<file path="src/rtl/serial_frame_rx_pkg.sv">
// Shared types and sizing helpers for the serial frame receiver.
package serial_frame_rx_pkg;

   typedef enum logic [2:0] {
      IDLE   = 3'd0,
      START  = 3'd1,
      DATA   = 3'd2,
      PARITY = 3'd3,
      STOP   = 3'd4,
      BREAK  = 3'd5
   } rx_state_t;

   // Clock counter runs 0..CLKS_PER_BIT-1 within one bit period.
   function automatic int clk_cnt_width(input int clks_per_bit);
      return (clks_per_bit > 2) ? $clog2(clks_per_bit) : 1;
   endfunction

   function automatic int bit_cnt_width(input int num_bits);
      return $clog2(num_bits + 1);
   endfunction

endpackage

</file>
<file path="src/rtl/serial_frame_rx_flex_stp_sr.sv">
// Serial-to-parallel shift register; direction selects which end the new sample enters.
module flex_stp_sr
   import serial_frame_rx_pkg::*;
#(
   parameter int NUM_BITS  = 8,
   parameter bit SHIFT_MSB = 1'b0
) (
   input  logic                clk,
   input  logic                rst,
   input  logic                shift_enable,
   input  logic                serial_in,
   output logic [NUM_BITS-1:0] parallel_out
);

   logic [NUM_BITS-1:0] shift_reg;
   logic [NUM_BITS-1:0] shift_next;

   generate
      if (SHIFT_MSB) begin : g_msb_first
         assign shift_next = {shift_reg[NUM_BITS-2:0], serial_in};
      end else begin : g_lsb_first
         assign shift_next = {serial_in, shift_reg[NUM_BITS-1:1]};
      end
   endgenerate

   always_ff @(posedge clk) begin
      if (rst) begin
         shift_reg <= '0;
      end else if (shift_enable) begin
         shift_reg <= shift_next;
      end
   end

   assign parallel_out = shift_reg;

endmodule

</file>
<file path="src/rtl/serial_frame_rx.sv">
// Oversampling serial frame receiver with valid/ready output port.
// Optional even parity bit is enabled by defining SERIAL_FRAME_RX_PARITY_EN.
module serial_frame_rx
   import serial_frame_rx_pkg::*;
#(
   parameter int NUM_BITS     = 8,
   parameter bit SHIFT_MSB    = 1'b0,
   parameter int CLKS_PER_BIT = 16
) (
   input  logic                clk,
   input  logic                rst,
   input  logic                serial_in,
   output logic [NUM_BITS-1:0] rx_data,
   output logic                rx_valid,
   input  logic                rx_ready,
   output logic                framing_error,
   output logic                overrun,
   output logic                parity_error
);

   localparam int CW = clk_cnt_width(CLKS_PER_BIT);
   localparam int BW = bit_cnt_width(NUM_BITS);
   localparam logic [CW-1:0] HALF_LAST = CW'(CLKS_PER_BIT / 2 - 1);
   localparam logic [CW-1:0] BIT_LAST  = CW'(CLKS_PER_BIT - 1);
   localparam logic [BW-1:0] BITS_LAST = BW'(NUM_BITS - 1);

   rx_state_t           state_reg;
   logic [CW-1:0]       clk_cnt_reg;
   logic [BW-1:0]       bit_cnt_reg;
   logic                sync_reg;
   logic                s_in;
   logic [NUM_BITS-1:0] rx_data_reg;
   logic                rx_valid_reg;
   logic                framing_error_reg;
   logic                overrun_reg;
   logic                shift_enable;
   logic [NUM_BITS-1:0] shift_word;
   logic                mid_bit;

   assign mid_bit      = (clk_cnt_reg == BIT_LAST);
   assign shift_enable = (state_reg == DATA) && mid_bit;

   flex_stp_sr #(
      .NUM_BITS (NUM_BITS),
      .SHIFT_MSB(SHIFT_MSB)
   ) u_shift (
      .clk         (clk),
      .rst         (rst),
      .shift_enable(shift_enable),
      .serial_in   (s_in),
      .parallel_out(shift_word)
   );

`ifdef SERIAL_FRAME_RX_PARITY_EN
   // Running XOR of data and parity bit: 1 at stop time means even parity failed.
   logic parity_acc_reg;
   logic parity_error_reg;
   assign parity_error = parity_error_reg;
`else
   assign parity_error = 1'b0;
`endif

   always_ff @(posedge clk) begin
      if (rst) begin
         state_reg         <= IDLE;
         clk_cnt_reg       <= '0;
         bit_cnt_reg       <= '0;
         sync_reg          <= 1'b1;
         s_in              <= 1'b1;
         rx_data_reg       <= '0;
         rx_valid_reg      <= 1'b0;
         framing_error_reg <= 1'b0;
         overrun_reg       <= 1'b0;
`ifdef SERIAL_FRAME_RX_PARITY_EN
         parity_acc_reg    <= 1'b0;
         parity_error_reg  <= 1'b0;
`endif
      end else begin
         sync_reg          <= serial_in;
         s_in              <= sync_reg;
         framing_error_reg <= 1'b0;
         overrun_reg       <= 1'b0;
`ifdef SERIAL_FRAME_RX_PARITY_EN
         parity_error_reg  <= 1'b0;
`endif
         // Consumption; a completion in the same cycle re-asserts valid below.
         if (rx_valid_reg && rx_ready) begin
            rx_valid_reg <= 1'b0;
         end

         case (state_reg)
            IDLE: begin
               clk_cnt_reg <= '0;
               bit_cnt_reg <= '0;
`ifdef SERIAL_FRAME_RX_PARITY_EN
               parity_acc_reg <= 1'b0;
`endif
               if (!s_in) begin
                  state_reg <= START;
               end
            end
            START: begin
               if (clk_cnt_reg == HALF_LAST) begin
                  clk_cnt_reg <= '0;
                  state_reg   <= s_in ? IDLE : DATA;
               end else begin
                  clk_cnt_reg <= clk_cnt_reg + CW'(1);
               end
            end
            DATA: begin
               if (mid_bit) begin
                  clk_cnt_reg <= '0;
`ifdef SERIAL_FRAME_RX_PARITY_EN
                  parity_acc_reg <= parity_acc_reg ^ s_in;
`endif
                  if (bit_cnt_reg == BITS_LAST) begin
`ifdef SERIAL_FRAME_RX_PARITY_EN
                     state_reg <= PARITY;
`else
                     state_reg <= STOP;
`endif
                  end else begin
                     bit_cnt_reg <= bit_cnt_reg + BW'(1);
                  end
               end else begin
                  clk_cnt_reg <= clk_cnt_reg + CW'(1);
               end
            end
`ifdef SERIAL_FRAME_RX_PARITY_EN
            PARITY: begin
               if (mid_bit) begin
                  clk_cnt_reg    <= '0;
                  parity_acc_reg <= parity_acc_reg ^ s_in;
                  state_reg      <= STOP;
               end else begin
                  clk_cnt_reg <= clk_cnt_reg + CW'(1);
               end
            end
`endif
            STOP: begin
               if (mid_bit) begin
                  clk_cnt_reg <= '0;
                  if (s_in) begin
                     state_reg <= IDLE;
                     if (!rx_valid_reg || rx_ready) begin
                        rx_data_reg  <= shift_word;
                        rx_valid_reg <= 1'b1;
                     end else begin
                        overrun_reg <= 1'b1;
                     end
`ifdef SERIAL_FRAME_RX_PARITY_EN
                     parity_error_reg <= parity_acc_reg;
`endif
                  end else begin
                     framing_error_reg <= 1'b1;
                     state_reg         <= BREAK;
                  end
               end else begin
                  clk_cnt_reg <= clk_cnt_reg + CW'(1);
               end
            end
            BREAK: begin
               // A line held low must return high before a new start is accepted.
               if (s_in) begin
                  state_reg <= IDLE;
               end
            end
            default: begin
               state_reg <= IDLE;
            end
         endcase
      end
   end

   assign rx_data       = rx_data_reg;
   assign rx_valid      = rx_valid_reg;
   assign framing_error = framing_error_reg;
   assign overrun       = overrun_reg;

endmodule

</file>
<file path="config.mk">
export PLATFORM = sky130hd
export DESIGN_NAME = serial_frame_rx
export DESIGN_NICKNAME = d
export VERILOG_FILES = /design/src/rtl/serial_frame_rx_pkg.sv /design/src/rtl/serial_frame_rx_flex_stp_sr.sv /design/src/rtl/serial_frame_rx.sv
export SDC_FILE = /design/constraint.sdc
export NUM_CORES = 1
export LEC_CHECK = 0
export ABC_AREA = 1
export BUFFER_PORTS_ARGS = -buffer_cell sky130_fd_sc_hd__buf_4
export CAP_MARGIN = 20
export CORE_UTILIZATION = 65
export CTS_BUF_LIST = sky130_fd_sc_hd__clkbuf_4
export CTS_CLUSTER_SIZE = 40
export DETAILED_ROUTE_END_ITERATION = 10
export PLACE_DENSITY = 0.85
export SYNTH_ARGS = -nofsm -noshare
export SYNTH_HDL_FRONTEND = slang
export SYNTH_HIERARCHICAL = 1
export SYNTH_SLANG_ARGS = --single-unit
</file>
<file path="constraint.sdc">
create_clock -name clk -period 2.7 [get_ports clk]
set_clock_uncertainty 0.1 [all_clocks]
set_input_delay 0.27 -clock clk [delete_from_list [all_inputs] [get_ports clk]]
set_output_delay 0.27 -clock clk [all_outputs]
set_load 0.05 [all_outputs]
</file>
==> results of run 1 <==
-- layout make-up --
type / count / area (um^2) / share of cell area [%]
clock buffer: 6 / 45.0 / 2.58
clock inverter: 2 / 35.0 / 2.01
inverter: 30 / 119 / 6.81
multi-input combinational: 153 / 749 / 42.9
sequential: 32 / 641 / 36.7
tap: 28 / 35.0 / 2.01
timing repair buffer: 16 / 123 / 7.02
-- through the flow --
step,instances,total power [W],hold WS [ps],util (%)
CTS,266,0.00147,5.22,77.8
detailed placement,258,0.00109,308,74.2
finish,267,0.00146,77.4,78.2
global placement,258,0.00108,307,74.2
global route,267,0.00156,80.9,78.2
floorplan,220,0.000998,274,-
-- kinds of logic after synthesis --
| logic type | synth area share, % |
|---|---|
| adders and majority gates | 1.62 |
| other | 0.242 |
| buffers and inverters | 10.2 |
| DFF | 41.4 |
| AOI/OAI and AO/OA | 6.71 |
| and+or+nand+nor | 39.9 |
-- worst paths after layout --
kind                            cells past startpoint                        start                          end  slack [ps]
worst min register to register                      1          sync_reg$_SDFF_PP1_              s_in$_SDFF_PP1_         320
worst max-delay path                                8  clk_cnt_reg[0]$_SDFFE_PP0P_  bit_cnt_reg[1]$_SDFFE_PP0P_         990
worst min-delay path                                2                          rst  bit_cnt_reg[3]$_SDFFE_PP0P_          80
worst max register to register                      8  clk_cnt_reg[0]$_SDFFE_PP0P_  bit_cnt_reg[1]$_SDFFE_PP0P_         990
-- layout by cell type, fill, tap and decap left out --
cell | Yosys | layout
o21ai_0 | 9 | 9
nor4_1 | 1 | 1
nand2_1 | 44 | 44
nand2_4 | 2 | 2
conb_1 | 1 | 1
a21oi_1 | 9 | 9
nand3_1 | 11 | 11
nor3_1 | 2 | 2
a21oi_2 | 1 | 1
buf_4 | 1 | 15
nor2_2 | 4 | 4
nor2_4 | 3 | 3
clkinv_4 | 1 | 1
nand4_1 | 4 | 4
nor2_1 | 47 | 47
inv_1 | 25 | 25
or2_2 | 2 | 2
dlygate4sd3_1 | 0 | 1
dfxtp_1 | 32 | 32
o21ai_1 | 1 | 1
nand2_2 | 8 | 8
nand3_4 | 2 | 2
inv_2 | 3 | 3
clkinv_2 | 1 | 2
clkbuf_4 | 0 | 6
ha_1 | 2 | 2
bufinv_16 | 0 | 1
-- per-layer routing --
metal	global-route usage (%)	vias to the layer above	wire length, um
met1	35.0	609	1360
met3	6.36	5	181
li1	-	716	-
met2	46.9	43	1460
met4	16.7	0	53
met5	0	-	0
-- worst register-to-register path, cell delays in order (launching register included) --
cell,delay [ps]
dfxtp_1,410
ha_1,200
nand2_1,90
inv_1,80
nand2_2,120
nor2_1,120
buf_4,220
nand3_1,110
a21oi_1,170
-- power groups by stage --
stage / clock (W) / combinational [W] / sequential [W]
floorplan: 0 / 0.000439 / 0.000558
global placement: 0 / 0.000509 / 0.000566
detailed placement: 0 / 0.000521 / 0.000571
finish: 0.000369 / 0.000533 / 0.000560
CTS: 0.000376 / 0.000529 / 0.000560
global route: 0.000397 / 0.000602 / 0.000566
-- timing repair --
item                                   CTS  global route
setup endpoints to repair                0             0
hold buffers                             0             1
resized for setup                        0             0
endpoints found under the hold margin    0             1
==> results.tsv, run 1 <==
stage	metric	value	unit
synthesis	synth_ff_type	dfxtp_1	
floorplanning	row_count	17	
clock_tree	tritoncts	built	
timing	setup_ws	989	ps
floorplanning	dieArea	2580	um^2
drt	wirelength	3060	um
floorplanning	initial_utilization	69.3	%
synthesis	ys_ff_latch	32	
power_and_ir_drop	power.density	837	nW/um^2
clock_tree	clkTransAtPathRegs	100	ps
drt	first_iter_violations	57	
clock_tree	cts_root_buf	clkbuf_4	
worst_setup_path	crit_chain	ha_1 > nand2_1 > inv_1 > nand2_2 > nor2_1 > buf_4 > nand3_1 > a21oi_1	
timing	drv_slew	0	
hold_path	hold_class	in -> reg	
synthesis	synth_area_leader_cell	dfxtp_1	
run_status	outcome	completed	
timing	hold_viol	0	
grt	grt_max_degree	19	
clock_tree	cts_setup_buffers	0	
floorplanning	core-area	2230	um^2
power_and_ir_drop	seq_power_share	38.3	%
power_and_ir_drop	comb_power_share	36.5	%
cells_and_area	insertedDiodeCount	0	
synthesis	synthTopCellsByArea	dfxtp_1 41%, nor2_1 11%, nand2_1 11%, inv_1 6.1%, nand3_1 3.6%	
placed_design	hpwl	2200	um
cells_and_area	finalNetCount	244	
drt	num_vias	1373	
timing	rsz0062_at_grt	no	
synthesis	synth_nets	226	
grt	grt_pass1_wl	5450	um
placed_design	routabilityCongestion	0.877	
clock_tree	cts_max_level	2	
grt	grt_pass1_vias	1272	
synthesis	yosysMostFrequentCell	nor2_1	
synthesis	synth_cell_types	27	
clock_tree	clock_sinks	32	
synthesis	netlist_instances	220	
floorplanning	ioPinCount	16	
worst_setup_path	critPathKind	reg -> reg	
drt	via_per_inst	5.14	
placed_design	pre_cts_slack	1080	ps
timing	fmax	584	MHz
grt	overflow	0	
worst_setup_path	crit_required	2860	ps
power_and_ir_drop	clkPwrFrac	25.2	%
drt	drt-wirelength-per-cell	11.4	um
worst_setup_path	critPathBufInv	2	
clock_tree	clk_latency	340	ps
grt	antenna_found_initial	0	
worst_setup_path	start_kind	flip-flop	
synthesis	netlist_area	1550	um^2
worst_setup_path	endpoint_kind	flip-flop	
synthesis	seq_area_frac_synth	41.4	%
clock_tree	clockBufferDepth	2	
power_and_ir_drop	ir_drop	0.752	mV
cells_and_area	areaGrowthSynthToFinish	12.9	%
power_and_ir_drop	p_sw_share	39.4	%
job	drv_cap	0	
worst_setup_path	crit_family	simple AND/OR/NAND/NOR gates	
worst_setup_path	crit_path_top_delay_cell	dfxtp_1	
power_and_ir_drop	p_switching	0.000576	W
drt	drt_first_pass_iters	5	
synthesis	synth.top_cell.area_share	41.4	%
timing	setup_viol	0	
drt	drc_errors	0	
synthesis	avgSynthCellArea	7.04	um^2
clock_tree	cts_buffers	5	
worst_setup_path	arrival	1870	ps
placed_design	port_buffers	14	
placed_design	place_area	1660	um^2
synthesis	synth-async-reset-ratio	0	%
synthesis	synthTopCellsByCount	47 x nor2_1, 44 x nand2_1, 32 x dfxtp_1	
grt	grt_usage	28.9	%
synthesis	ys_warn_count	6	
cells_and_area	drive_above_1_share	20.9	%
floorplanning	die_x	50.8	um
cells_and_area	design_area	1750	um^2
synthesis	synth_edf_count	0	
floorplanning	dieHeight	50.8	um
worst_setup_path	slowest_delay	410	ps
worst_setup_path	critical_path.max_fanout	18	
drt	ant_nets	0	
cells_and_area	nFillCells	170	
timing	finalCriticalPeriod	1710	ps
timing	finalCritPeriodShare	63.4	%
timing	finalSetupTns	0	ps
power_and_ir_drop	cellInternalPower	0.000885	W
power_and_ir_drop	leakage	0.787	nW
(Power assumes the default switching activity.)
==> inputs of run 2 (changes only) <==
--- a/config.mk
+++ b/config.mk
@@ -8,11 +8,11 @@
 export ABC_AREA = 1
 export BUFFER_PORTS_ARGS = -buffer_cell sky130_fd_sc_hd__buf_4
 export CAP_MARGIN = 20
-export CORE_UTILIZATION = 65
+export CORE_UTILIZATION = 54
 export CTS_BUF_LIST = sky130_fd_sc_hd__clkbuf_4
 export CTS_CLUSTER_SIZE = 40
 export DETAILED_ROUTE_END_ITERATION = 10
-export PLACE_DENSITY = 0.85
+export PLACE_DENSITY = 0.75
 export SYNTH_ARGS = -nofsm -noshare
 export SYNTH_HDL_FRONTEND = slang
 export SYNTH_HIERARCHICAL = 1
==> constraint.sdc (replaced) <==
create_clock -name clk -period 1.49 [get_ports clk]
set_clock_uncertainty 0.1 [all_clocks]
set_input_delay 0.149 -clock clk [delete_from_list [all_inputs] [get_ports clk]]
set_output_delay 0.149 -clock clk [all_outputs]
set_load 0.05 [all_outputs]
==> run 2 against run 1 <==
Count of clock-buffer cells in the layout is the same. Utilization shrank 7.3 points. Register-to-register slack lost 950 ps. Sequential share of layout area shrank 3.2 points. Final cell count grew 5.2%. Global-route usage shrank 8.8 points. Setup slack lost 950 ps. Worst hold slack gained 72 ps. Design area grew 11%. Die area grew 20%. Via count shrank 0.66%. First-iteration DRC count shrank 49%. Highest routed layer unchanged.
==> results.tsv, run 2 (synthesis gave the netlist of run 1 again) <==
stage	metric	value	unit	change
run_status	outcome	completed		
worst_setup_path	ff2ff_setup_slack	40	ps	-950 ps
worst_setup_path	crit_start	clk_cnt_reg[1]$_SDFFE_PP0P_		
cells_and_area	final_cell_mix	42 x nor2_1, 41 x nand2_1, 25 x dfxtp_1		
power_and_ir_drop	leakage	0.876	nW	+11%
clock_tree	clock_sinks	32		unchanged
placed_design	dp_cells	269		+4.3%
grt	overflow	0		unchanged
timing	hold_viol	0		unchanged
worst_setup_path	rr_startpoint	clk_cnt_reg[1]$_SDFFE_PP0P_		
cells_and_area	drive_above_1_share	32.0	%	+11 points
worst_setup_path	critical_path.max_fanout	7		-11
worst_setup_path	crit_path_frequent_cell	nand2_4		
placed_design	routabilityCongestion	0.882		+0.58%
timing	setup_ws	35.1	ps	-954 ps
clock_tree	clk_latency	320	ps	-20 ps
floorplanning	row_count	19		+2
clock_tree	tritoncts	built		
grt	grt_pass1_wl	4890	um	-10%
drt	dr_wl_met2	1280	um	-12%
drt	routed.top_layer	met4		
drt	first_iter_violations	29		-49%
placed_design	pre_cts_slack	-59.3	ps	-1130 ps
grt	antenna_found_initial	0		unchanged
cells_and_area	finalNetCount	255		+4.5%
timing	whs	149	ps	+71.9 ps
worst_setup_path	start_kind	flip-flop		
floorplanning	initial_utilization	56.6	%	-13 points
power_and_ir_drop	total_power	0.00273	W	+87%
clock_tree	clkTransAtPathRegs	100	ps	about the same
timing	fmax	687	MHz	+18%
worst_setup_path	crit_path_top_delay_cell	dfxtp_2		
timing	rsz0062_at_grt	yes		
worst_setup_path	crit_required	1620	ps	-1240 ps
cells_and_area	areaGrowthSynthToFinish	25.3	%	
hold_path	hold_class	in -> reg		
floorplanning	core-area	2730	um^2	+22%
placed_design	port_buffers	14		unchanged
worst_setup_path	arrival	1580	ps	-290 ps
floorplanning	dieHeight	55.5	um	+9.3%
worst_setup_path	r2r_cells	8		unchanged
power_and_ir_drop	ir_drop	1.52	mV	+100%
clock_tree	cts_max_level	2		unchanged
drt	drt-wirelength-per-cell	10.7	um	-6.7%
grt	grt_usage	20.2	%	-8.8 points
drt	num_vias	1364		-0.66%
drt	wirelength	3000	um	-1.8%
drt	m1WireLength	1560	um	+15%
floorplanning	ioPinCount	16		unchanged
clock_tree	cts_buffers	5		unchanged
worst_setup_path	r2r-end	rx_data[1]$_SDFFE_PP0P_		
power_and_ir_drop	power.density	1410	nW/um^2	+68%
cells_and_area	insertedDiodeCount	0		unchanged
drt	ant_nets	0		unchanged
grt	grt_pass1_vias	1183		-7.0%
timing	setup_viol	0		unchanged
floorplanning	die_x	55.5	um	+9.3%
timing	finalCritPeriodShare	97.6	%	+34 points
placed_design	hpwl	2080	um	-5.7%
cells_and_area	nFillCells	241		+42%
worst_setup_path	crit_chain	ha_4 > nand2_4 > inv_2 > nand2_4 > nor2_4 > nand3_4 > o21ai_1 > nor2_1		
clock_tree	clockBufferDepth	2		unchanged
cells_and_area	final_cell_count_no_fill	281		+5.2%
grt	grt_max_degree	17		-2
floorplanning	dieArea	3080	um^2	+20%
worst_setup_path	endpoint_kind	flip-flop		
worst_setup_path	endpoint	rx_data[1]$_SDFFE_PP0P_		
drt	drt_first_pass_iters	4		-1
job	drv_cap	0		unchanged
cells_and_area	mostFrequentLayoutCell	nor2_1		
worst_setup_path	slowest_delay	370	ps	-40 ps
timing	drv_slew	0		unchanged
drt	drc_errors	0		unchanged
clock_tree	cts_root_buf	clkbuf_4		
drt	dr_wl_met3	101	um	-44%
worst_setup_path	critPathKind	reg -> reg		
drt	via_per_inst	4.85		-5.6%
timing	finalCriticalPeriod	1450	ps	-256 ps
[run 2: changes by cell type in the layout (fill, tap and decap cells not counted), moves of 2 or more]
| cell | delta |
|---|---|
| nor2_2 | +2 |
| ha_1 | -2 |
| nand2_1 | -3 |
| buf_4 | +6 |
| dfxtp_2 | +7 |
| nor2_4 | +3 |
| nand2_4 | +3 |
| nor2_1 | -5 |
| o21ai_1 | +6 |
| o21ai_0 | -8 |
| dfxtp_1 | -7 |
| buf_6 | +2 |
| o21ai_2 | +2 |
[run 2: area by class of cell]
type	instances	area, um^2	share of cell area [%]
clock buffer	6	45.0	2.32
clock inverter	2	35.0	1.81
inverter	30	119	6.13
multi-input combinational	154	832	42.9
sequential	32	649	33.5
tap	31	38.8	2.00
timing repair buffer	26	220	11.4
[run 2: worst max-delay path: cells and delay by family, from the launching register on]
kind            cells  cell delay (ps)
compound gates      1              190
fa+ha+maj           1              150
buf+inv             1               70
flops               1              370
simple gates        5              480
[run 2: metal layers]
metal	up-vias	track usage, %
met5	-	0
met2	28	29.6
met3	8	6.09
li1	736	-
met4	0	11.8
met1	592	26.2
[run 2: worst min path at each step]
stage                   start                   to  cells after the start
finish               rx_ready   overrun$_SDFF_PP0_                      4
global route         rx_ready   overrun$_SDFF_PP0_                      4
CTS                  rx_ready   overrun$_SDFF_PP0_                      4
detailed placement  serial_in  sync_reg$_SDFF_PP1_                      2
global placement    serial_in  sync_reg$_SDFF_PP1_                      2
floorplan           serial_in  sync_reg$_SDFF_PP1_                      1
[run 2: what timing repair did]
action,CTS,global route
buffers inserted,0,1
gates resized for setup,7,28
gates cloned,0,1
pin swaps,0,9
setup endpoints to repair,9,26
hold buffers,2,0
hold endpoints to repair,6,0
[run 2: through the flow]
stage	util [%]	TNS (ps)	cell area [um^2]
floorplan	-	0	1560
global placement	63.7	0	1740
detailed placement	63.7	-168	1740
CTS	67.7	0	1850
global route	70.9	-63.5	1940
finish	70.9	0	1940
[run 2: where the power goes]
group	total [W]	internal (W)	switching [W]
Clock	0.000663	0.000370	0.000293
Sequential	0.00103	0.000926	0.0000995
Combinational	0.00104	0.000367	0.000673
==> inputs of run 3 (changes only) <==
==> constraint.sdc (replaced) <==
create_clock -name clk -period 1.25 [get_ports clk]
set_clock_uncertainty 0.1 [all_clocks]
set_input_delay 0.125 -clock clk [delete_from_list [all_inputs] [get_ports clk]]
set_output_delay 0.125 -clock clk [all_outputs]
set_load 0.05 [all_outputs]
==> run 3 against run 2 <==
The run now ends with setup timing left. Sequential cell count is the same. Routed wire length grew 49%. Power grew 51%. Setup slack lost 290 ps. First-iteration DRC count grew to 2.7 times the previous value. Sequential power grew 14%. Combinational power grew 100%. Critical endpoint is now rx_data[3]$_SDFFE_PP0P_. Non-clock buffer count grew 24. Design area grew 20%. Global-route usage grew 5.6 points.
==> results.tsv, run 3 (synthesis gave the netlist of run 1 again) <==
stage	metric	value	unit	change
drt	drc_errors	0		unchanged
grt	grt_max_degree	17		unchanged
timing	fmax	663	MHz	-3.6%
floorplanning	initial_utilization	56.6	%	unchanged
worst_setup_path	endpoint_kind	flip-flop		
floorplanning	ioPinCount	16		unchanged
clock_tree	cts_max_level	2		unchanged
worst_setup_path	crit_chain	ha_4 > nand2_4 > inv_2 > nand2_4 > nor2_4 > nand3_2 > o21ai_1 > nor2_1		
timing	finalSetupTns	-5400	ps	-5400 ps
worst_setup_path	slowest_delay	370	ps	about the same
worst_setup_path	r2r-end	rx_data[3]$_SDFFE_PP0P_		
hold_path	holdPathStages	4		unchanged
cells_and_area	final_cell_count_no_fill	305		+8.5%
power_and_ir_drop	ir_drop	1.89	mV	+25%
job	drv_cap	0		unchanged
power_and_ir_drop	leakage	1.05	nW	+20%
cells_and_area	drive_above_1_share	48.2	%	+16 points
clock_tree	clk_latency	360	ps	+40 ps
grt	grt_usage	25.8	%	+5.6 points
cells_and_area	insertedDiodeCount	0		unchanged
grt	grt_pass1_wl	6180	um	+26%
timing	setup_ws	-259	ps	-294 ps
clock_tree	cts_buffers	5		unchanged
worst_setup_path	crit_path_top_delay_cell	dfxtp_2		
cells_and_area	multiInputGateArea	996	um^2	+20%
drt	first_iter_violations	79		+170%
worst_setup_path	critPathKind	reg -> reg		
worst_setup_path	r2r_cells	8		unchanged
clock_tree	cts_root_buf	clkbuf_4		
timing	rsz0062_at_grt	yes		
timing	whs	83.6	ps	-65.7 ps
worst_setup_path	ff2ff_setup_slack	-260	ps	-290 ps
placed_design	routabilityCongestion	0.825		-6.5%
worst_setup_path	arrival	1670	ps	+90 ps
run_status	violations	setup timing		
clock_tree	clkTransAtPathRegs	110	ps	about the same
clock_tree	tritoncts	built		
hold_path	worstHoldStart	rx_ready		
drt	ant_nets	0		unchanged
worst_setup_path	critical_path.max_fanout	6		-1
drt	num_vias	1625		+19%
cells_and_area	mostFrequentLayoutCell	buf_4		
timing	finalCriticalPeriod	1510	ps	+54.2 ps
power_and_ir_drop	total_power	0.00411	W	+51%
timing	setup_viol	30		+30
timing	finalCritPeriodShare	121	%	+23 points
clock_tree	clockBufferDepth	2		unchanged
worst_setup_path	crit_required	1410	ps	-210 ps
floorplanning	core-area	2730	um^2	unchanged
cells_and_area	finish.utilization	85.0	%	+14 points
power_and_ir_drop	power.density	1770	nW/um^2	+26%
cells_and_area	finalNetCount	279		+9.4%
hold_path	holdPathEnd	rx_valid$_SDFF_PP0_		
cells_and_area	final_cell_mix	41 x buf_4, 40 x nor2_1, 26 x nand2_1		
worst_setup_path	start_kind	flip-flop		
timing	drv_slew	0		unchanged
floorplanning	dieArea	3080	um^2	unchanged
worst_setup_path	crit_path_frequent_cell	nand2_4		
drt	via_per_inst	5.33		+9.8%
run_status	outcome	complete, but fails checks		
floorplanning	dieHeight	55.5	um	unchanged
drt	drt-wirelength-per-cell	14.6	um	+37%
cells_and_area	nFillCells	147		-39%
placed_design	hpwl	2310	um	+11%
grt	grt_pass1_vias	1413		+19%
drt	wirelength	4460	um	+49%
grt	overflow	0		unchanged
grt	antenna_found_initial	0		unchanged
drt	drt_first_pass_iters	4		unchanged
cells_and_area	areaGrowthSynthToFinish	50.2	%	
worst_setup_path	rr_startpoint	clk_cnt_reg[0]$_SDFFE_PP0P_		
floorplanning	die_x	55.5	um	unchanged
placed_design	dp_cells	284		+5.6%
placed_design	port_buffers	14		unchanged
clock_tree	clock_sinks	32		unchanged
timing	hold_viol	0		unchanged
cells_and_area	seq_area	651	um^2	+0.19%
hold_path	hold_class	in -> reg		
floorplanning	row_count	19		unchanged
-- run 3: final cells by class --
cell class	count	area share [%]
clock buffers	5	1.61
well taps	31	1.67
multi-input cells	154	42.8
flip-flops and latches	32	28.0
repair buffers	50	18.8
inverters	30	5.22
clock inverters	3	1.83
-- run 3: report_power, final --
part           total, W  switching [W]  leakage [nW]  internal, W
Clock          0.000828       0.000412        0.0412     0.000416
Combinational   0.00210        0.00123         0.750     0.000874
Sequential      0.00117      0.0000715         0.262      0.00110
-- run 3: stage by stage --
step	setup WS (ps)	instance area (um^2)
2_1_floorplan	-156	1590
3_3_place_gp	-130	1900
3_5_place_dp	-183	1900
4_1_cts	-187	2120
5_1_grt	-286	2320
6_report	-259	2320
-- run 3: worst max-delay path, delay by kind of cell (launching register included) --
family,cells,cell delay (ps)
DFF,1,370
AOI/OAI and AO/OA,1,200
and+or+nand+nor,5,520
adders and majority gates,1,150
buffers and inverters,1,70
-- run 3: worst max path at each step --
| stage | start | to | slack (ps) |
|---|---|---|---|
| after floorplan | clk_cnt_reg[1]$_SDFFE_PP0P_ | u_shift/parallel_out[4]$_SDFFE_PP0P_ | -160 |
| after global placement | clk_cnt_reg[1]$_SDFFE_PP0P_ | rx_data[7]$_SDFFE_PP0P_ | -130 |
| after detailed placement | clk_cnt_reg[0]$_SDFFE_PP0P_ | rx_data[1]$_SDFFE_PP0P_ | -180 |
| after CTS | clk_cnt_reg[1]$_SDFFE_PP0P_ | rx_data[1]$_SDFFE_PP0P_ | -190 |
| after global routing | clk_cnt_reg[0]$_SDFFE_PP0P_ | rx_data[4]$_SDFFE_PP0P_ | -290 |
| final | clk_cnt_reg[0]$_SDFFE_PP0P_ | rx_data[3]$_SDFFE_PP0P_ | -260 |
-- run 3: routing by layer --
layer	global-route usage (%)	wire length (um)	share of wire, %	vias up
met5	0	0	0	-
met4	12.1	97	2.2	0
met3	5.85	381	8.5	14
met2	41.5	2110	47	74
met1	32.8	1870	42	748
li1	-	-	-	789
-- run 3: what timing repair did --
action / CTS / global route
setup buffers: 3 / 6
pin swaps: 11 / 26
hold endpoints to repair: 9 / 0
cloned: 1 / 1
hold buffers: 2 / 0
gates resized for setup: 22 / 38
endpoints found under the setup margin: 30 / 30
